==> src/rtl/multicycle_control.sv <==
// Multi-cycle MIPS control FSM: sequences fetch/decode/execute/memory/writeback with a memory-ready handshake.
// Optional illegal-opcode trap state enabled by defining MULTICYCLE_CTRL_TRAP_EN.
module multicycle_control #(
    parameter int unsigned USE_READY = 1,
    parameter int unsigned CNT_W     = 32,
    parameter int unsigned OP_W      = 6
) (
    input  logic             clk,
    input  logic             rst,
    input  logic [OP_W-1:0]  opcode,
    input  logic             zero,
    input  logic             mem_ready,
    output logic             pc_write,
    output logic             iord,
    output logic             mem_read,
    output logic             mem_write,
    output logic             ir_write,
    output logic             reg_dst,
    output logic             mem_to_reg,
    output logic             reg_write,
    output logic             alu_src_a,
    output logic [1:0]       alu_src_b,
    output logic [1:0]       alu_op,
    output logic [1:0]       pc_source,
    output logic [3:0]       state,
    output logic             instr_done,
    output logic [CNT_W-1:0] instr_count
`ifdef MULTICYCLE_CTRL_TRAP_EN
    ,
    output logic             illegal_op
`endif
);

    localparam logic [OP_W-1:0] OP_RTYPE = OP_W'(6'h00);
    localparam logic [OP_W-1:0] OP_J     = OP_W'(6'h02);
    localparam logic [OP_W-1:0] OP_BEQ   = OP_W'(6'h04);
    localparam logic [OP_W-1:0] OP_BNE   = OP_W'(6'h05);
    localparam logic [OP_W-1:0] OP_ADDI  = OP_W'(6'h08);
    localparam logic [OP_W-1:0] OP_ANDI  = OP_W'(6'h0c);
    localparam logic [OP_W-1:0] OP_LW    = OP_W'(6'h23);
    localparam logic [OP_W-1:0] OP_SW    = OP_W'(6'h2b);

    typedef enum logic [3:0] {
        S_FETCH  = 4'd0,
        S_DECODE = 4'd1,
        S_MEMADR = 4'd2,
        S_MEMRD  = 4'd3,
        S_MEMWB  = 4'd4,
        S_MEMWR  = 4'd5,
        S_EXEC   = 4'd6,
        S_RWB    = 4'd7,
        S_BRANCH = 4'd8,
        S_JUMP   = 4'd9,
        S_IEXEC  = 4'd10,
        S_IWB    = 4'd11,
        S_TRAP   = 4'd12
    } state_e;

    state_e           state_q, state_d;
    logic [OP_W-1:0]  op_q, op_d;
    logic             is_bne_q, is_bne_d;
    logic [CNT_W-1:0] cnt_q, cnt_d;
    logic             rdy;

    always_ff @(posedge clk or posedge rst) begin
        if (rst) begin
            state_q  <= S_FETCH;
            op_q     <= '0;
            is_bne_q <= 1'b0;
            cnt_q    <= '0;
        end else begin
            state_q  <= state_d;
            op_q     <= op_d;
            is_bne_q <= is_bne_d;
            cnt_q    <= cnt_d;
        end
    end

    // Next-state and control decode; controls are held at 0 while rst is high.
    always_comb begin
        rdy        = (USE_READY != 0) ? mem_ready : 1'b1;
        state_d    = state_q;
        op_d       = op_q;
        is_bne_d   = is_bne_q;
        pc_write   = 1'b0;
        iord       = 1'b0;
        mem_read   = 1'b0;
        mem_write  = 1'b0;
        ir_write   = 1'b0;
        reg_dst    = 1'b0;
        mem_to_reg = 1'b0;
        reg_write  = 1'b0;
        alu_src_a  = 1'b0;
        alu_src_b  = 2'b00;
        alu_op     = 2'b00;
        pc_source  = 2'b00;
        instr_done = 1'b0;
        if (!rst) begin
            case (state_q)
                S_FETCH: begin
                    mem_read  = 1'b1;
                    alu_src_b = 2'b01;
                    ir_write  = rdy;
                    pc_write  = rdy;
                    if (rdy) state_d = S_DECODE;
                end
                S_DECODE: begin
                    alu_src_b = 2'b11;
                    op_d      = opcode;
                    is_bne_d  = (opcode == OP_BNE);
                    if (opcode == OP_RTYPE)                         state_d = S_EXEC;
                    else if (opcode == OP_LW || opcode == OP_SW)    state_d = S_MEMADR;
                    else if (opcode == OP_BEQ || opcode == OP_BNE)  state_d = S_BRANCH;
                    else if (opcode == OP_J)                        state_d = S_JUMP;
                    else if (opcode == OP_ADDI || opcode == OP_ANDI) state_d = S_IEXEC;
                    else begin
`ifdef MULTICYCLE_CTRL_TRAP_EN
                        state_d = S_TRAP;
`else
                        state_d    = S_FETCH;
                        instr_done = 1'b1;
`endif
                    end
                end
                S_MEMADR: begin
                    alu_src_a = 1'b1;
                    alu_src_b = 2'b10;
                    state_d   = (op_q == OP_LW) ? S_MEMRD : S_MEMWR;
                end
                S_MEMRD: begin
                    mem_read = 1'b1;
                    iord     = 1'b1;
                    if (rdy) state_d = S_MEMWB;
                end
                S_MEMWB: begin
                    reg_write  = 1'b1;
                    mem_to_reg = 1'b1;
                    state_d    = S_FETCH;
                    instr_done = 1'b1;
                end
                S_MEMWR: begin
                    mem_write = 1'b1;
                    iord      = 1'b1;
                    if (rdy) begin
                        state_d    = S_FETCH;
                        instr_done = 1'b1;
                    end
                end
                S_EXEC: begin
                    alu_src_a = 1'b1;
                    alu_op    = 2'b10;
                    state_d   = S_RWB;
                end
                S_RWB: begin
                    reg_dst    = 1'b1;
                    reg_write  = 1'b1;
                    state_d    = S_FETCH;
                    instr_done = 1'b1;
                end
                S_BRANCH: begin
                    alu_src_a  = 1'b1;
                    alu_op     = 2'b01;
                    pc_source  = 2'b01;
                    pc_write   = zero ^ is_bne_q;
                    state_d    = S_FETCH;
                    instr_done = 1'b1;
                end
                S_JUMP: begin
                    pc_source  = 2'b10;
                    pc_write   = 1'b1;
                    state_d    = S_FETCH;
                    instr_done = 1'b1;
                end
                S_IEXEC: begin
                    alu_src_a = 1'b1;
                    alu_src_b = 2'b10;
                    alu_op    = (op_q == OP_ANDI) ? 2'b11 : 2'b00;
                    state_d   = S_IWB;
                end
                S_IWB: begin
                    reg_write  = 1'b1;
                    state_d    = S_FETCH;
                    instr_done = 1'b1;
                end
`ifdef MULTICYCLE_CTRL_TRAP_EN
                S_TRAP: state_d = S_TRAP;
`endif
                default: state_d = S_FETCH;
            endcase
        end
        cnt_d = instr_done ? cnt_q + CNT_W'(1) : cnt_q;
    end

    assign state       = state_q;
    assign instr_count = cnt_q;
`ifdef MULTICYCLE_CTRL_TRAP_EN
    assign illegal_op  = (state_q == S_TRAP) && !rst;
`endif

endmodule

==> config.mk <==
export PLATFORM = sky130hd
export DESIGN_NAME = multicycle_control
export DESIGN_NICKNAME = d
export VERILOG_FILES = /design/src/rtl/multicycle_control.sv
export SDC_FILE = /design/constraint.sdc
export NUM_CORES = 1
export LEC_CHECK = 0
export CELL_PAD_IN_SITES_DETAIL_PLACEMENT = 1
export CELL_PAD_IN_SITES_GLOBAL_PLACEMENT = 2
export CORE_MARGIN = 2
export CORE_UTILIZATION = 32
export CTS_BUF_LIST = sky130_fd_sc_hd__clkbuf_16
export CTS_CLUSTER_SIZE = 24
export DETAILED_ROUTE_END_ITERATION = 10
export HOLD_SLACK_MARGIN = 0.1
export PLACE_DENSITY = 0.92
export SLEW_MARGIN = 20
export SYNTH_ARGS = -nofsm -noshare
export SYNTH_HDL_FRONTEND = slang
export SYNTH_SLANG_ARGS = --single-unit
==> constraint.sdc <==
create_clock -name clk -period 6.31 [get_ports clk]
set_input_delay 0.9465 -clock clk [delete_from_list [all_inputs] [get_ports clk]]
set_output_delay 0.9465 -clock clk [all_outputs]
set_load 0.1 [all_outputs]
==> results by group <==
Detailed routing
  – Post-Route WL: about 6500 um
  – DRC errors left: 0
  – Pre-Repair DR Iteration Count: 4
  – DR vias: 2,157
  – DR iter-0 viols: 41
  – Post-route ant nets: 0
  – Via-to-Cell Ratio: 5.124
  – Wire length per cell: 15.46 um

Power
  – Peak VDD IR: around 0.27 mV
  – Lkg Pwr: ~1.4 nW
  – Tot Pwr: 1.316 mW
  – Pwr dens: between 300 and 400 nW/um2

Logic synthesis
  – Seq/Total Area, Yosys: between 40% and 50%
  – Multiplexer area fraction after synthesis: 0.8420%
  – Synth area leader: dfrtp_1
  – Synth Flop Type: dfrtp_1
  – Synth cell types: 45
  – Syn Area/Cell: a little under 10 um2
  – Syn. warnings: 0
  – Share of Yosys cell area claimed by the top area cell type: 42.60%
  – Synth Area in Compound Gates: 8.073%
  – Most common cell in the netlist: dfrtp_1
  – Mapped cell area: 2526 um2
  – Main combinational cell family by area after synthesis: simple AND/OR/NAND/NOR gates
  – Ys async rst share: 100.0%
  – Post-Synth Adder-Cell Area: less than 1%
  – Synth Area in XOR/XNOR: 11.44%
  – Top post-synthesis cells by area: dfrtp_1 (43%), xor2_1 (9.7%), nand2_1 (5.8%)
  – Post-Synth Simple-Gate Area: 31.95%
  – Synth Net Count: 273
  – Synth Register Bits: 43
  – Post-synth top cells: dfrtp_1 (43), nand2_1 (39), xor2_1 (28), nor2_1 (18), nor3_1 (18)
  – Mapped Cells: 262
  – Post-synth EDFFs: 0

Setup path
  – Worst EP required: approximately 5.4 ns
  – Worst r2r src: state[3]$_DFFE_PP0P_
  – Max FO, Critical Path: 30
  – FF-to-FF End: instr_count[1]$_DFFE_PP0P_
  – Arrival @ worst endpoint: 4.04 ns
  – Worst Setup Start Kind: input port
  – Worst R2R Setup Slack: approximately 3.8 ns
  – Crit path kind: input port to output pin
  – Reg2Reg Depth: 6
  – Crit end category: output pin

Clock network
  – H-tree depth: 2
  – TritonCTS Sinks: between 40 and 50
  – CTS Root Cell: clkbuf_16
  – CTS Buf Count: 5
  – CTS Hold Bufs: 0
  – Clock Path Buffers: 2
  – Post-CTS Setup Bufs: 0
  – Post-CTS resize count: 0
  – CTS tree: built
  – Clock Latency Late Sink: 0.28 ns
  – Clock slew at reported path FFs: 0.06 ns

Timing
  – Final hold vios: 0
  – Final period utilization: 79.06%
  – Fmax: 0.2005 GHz
  – RSZ-0062 raised after global routing: no
  – Tmin final: about 5 ns
  – Setup TNS: 0 ns
  – Number of setup violations in the final report: 0
  – Skew final: between 0.005 and 0.006 ns
  – Slew HR: between 30% and 40%
  – Worst slew pin tran: approximately 1.0 ns
  – Final Max Tran Viols: 0

Die
  – Die area: 8621 um2
  – IO Pins: 62
  – Floorplan row count: 32
  – Die Height: 92.85 um
  – Initial Util: 32.86%
  – Die width: 92.85 um
  – Core Region: between 7000 and 8000 um2

Cells and area
  – ANT cells: 0
  – Nets: approximately 330
  – Area grow syn2layout: 33.09%
  – Layout cell share with drive strength beyond 1: 8.150%

Worst hold path
  – Critical hold path startpoint: instr_count[31]$_DFFE_PP0P_
  – Worst hold stages: 1
  – Hold path endpoint: instr_count[31]$_DFFE_PP0P_
  – Hold WC Path Type: flop to flop

Placement
  – Routability Congestion: 0.8045
  – # port buffers: 61
  – Final HPWL DP: 4732 um

Global routing
  – Largest net degree at the start of global routing: 45
  – Grt total ovfl: 0
  – Number of global-route vias before repair: 2,194
  – GRT Resource Usage Total: 15.97%
  – First-pass GRT wire length: 11,070 um
  – Initial antenna violation count: 0

Status
  – Status: finished, final reports clean

Job
  – Maxcap violations: 0
==> flip-flops by register name, summed over array words and instances (netlist names) <==
name         cells
instr_count     32
op_q             6
state            4
is_bne_q         1
==> report_power, final <==
part | switching (mW) | total (mW) | internal, mW
sequential | 0.0722 | 0.397 | 0.325
clock | 0.106 | 0.293 | 0.187
combinational | 0.473 | 0.626 | 0.153
total | 0.652 | 1.32 | 0.665
==> cell usage in the layout (no fill, tap or decap), types with 2 or more instances in the layout <==
cell and count:
inv_1 4, nand3_1 6, xnor2_1 5, a21oi_1 10
o21ai_0 10, nor4b_1 4, clkdlybuf4s50_1 61, nor4_2 3
nor2_1 18, xor2_1 28, nor2b_1 4, nor4_1 3
nor3_1 18, nor4b_2 6, clkbuf_16 5, and4_1 3
buf_4 2, nand4_1 6, and3_1 5, nor4_4 2
and2_1 2, or3_1 3, nor3b_1 4, dfrtp_1 43
nand2_1 39, nand4b_1 2
==> final cells by class <==
| cell class | count | area [um2] |
|---|---|---|
| inverter | 5 | 18.77 |
| tap | 102 | 127.6 |
| timing repair buffer | 63 | 625.6 |
| sequential | 43 | 1076 |
| multi-input combinational | 200 | 1345 |
| fill | 912 | 4325 |
| clock buffer | 5 | 125.1 |
| clock inverter | 3 | 43.79 |
==> per-layer routing <==
layer | part of all wire, % | track usage, % | vias up | wire length (um)
met3 | 3.5 | 3.336 | 7 | 225
met5 | 0 | 0 | - | 0
met4 | 1.0 | 2.941 | 0 | 65
met2 | 50 | 26.93 | 46 | 3234
li1 | - | - | 1041 | -
met1 | 46 | 21.38 | 1063 | 2985
==> cell families (layout without fill, tap and decap cells) <==
group                    Yosys count  in the layout
flip-flops                        43             43
XOR/XNOR                          33             33
buffers and inverters             19             76
adder cells (fa/ha/maj)            2              2
AO/OA/AOI/OAI                     31             31
multiplexers                       2              2
AND/OR/NAND/NOR                  132            132
==> per-stage QoR <==
stage / std cells / instance area (um2) / hold WS, ns / setup slack (ns) / utilization [%]
global placement: 413 / 3193 / 0.4556 / 1.422 / 41.54
finish: 421 / 3362 / 0.4710 / 1.321 / 43.73
CTS: 421 / 3362 / 0.4773 / 1.335 / 43.73
floorplan: 262 / 2527 / 0.4599 / 0.6133 / -
detailed placement: 413 / 3193 / 0.4653 / 1.344 / 41.54
global route: 421 / 3362 / 0.4913 / 1.151 / 43.73
==> how the worst max path moves through the flow <==
stage	start	end	slack, ns	depth (start not counted)
2_1_floorplan	state[1]$_DFFE_PP0P_	alu_src_a	0.61	4
3_3_place_gp	rst	instr_done	1.42	7
3_5_place_dp	rst	instr_done	1.34	7
4_1_cts	rst	instr_done	1.34	7
5_1_grt	rst	instr_done	1.15	7
6_report	rst	instr_done	1.32	7
==> critical path, stage by stage <==
cell             delay [ns]
clkdlybuf4s50_1        0.67
nor4_4                 0.34
and2_1                 0.37
a31oi_4                0.12
buf_4                  0.28
inv_1                  0.15
clkdlybuf4s50_1        1.14
No activity file was read; power rests on OpenSTA's default activity.
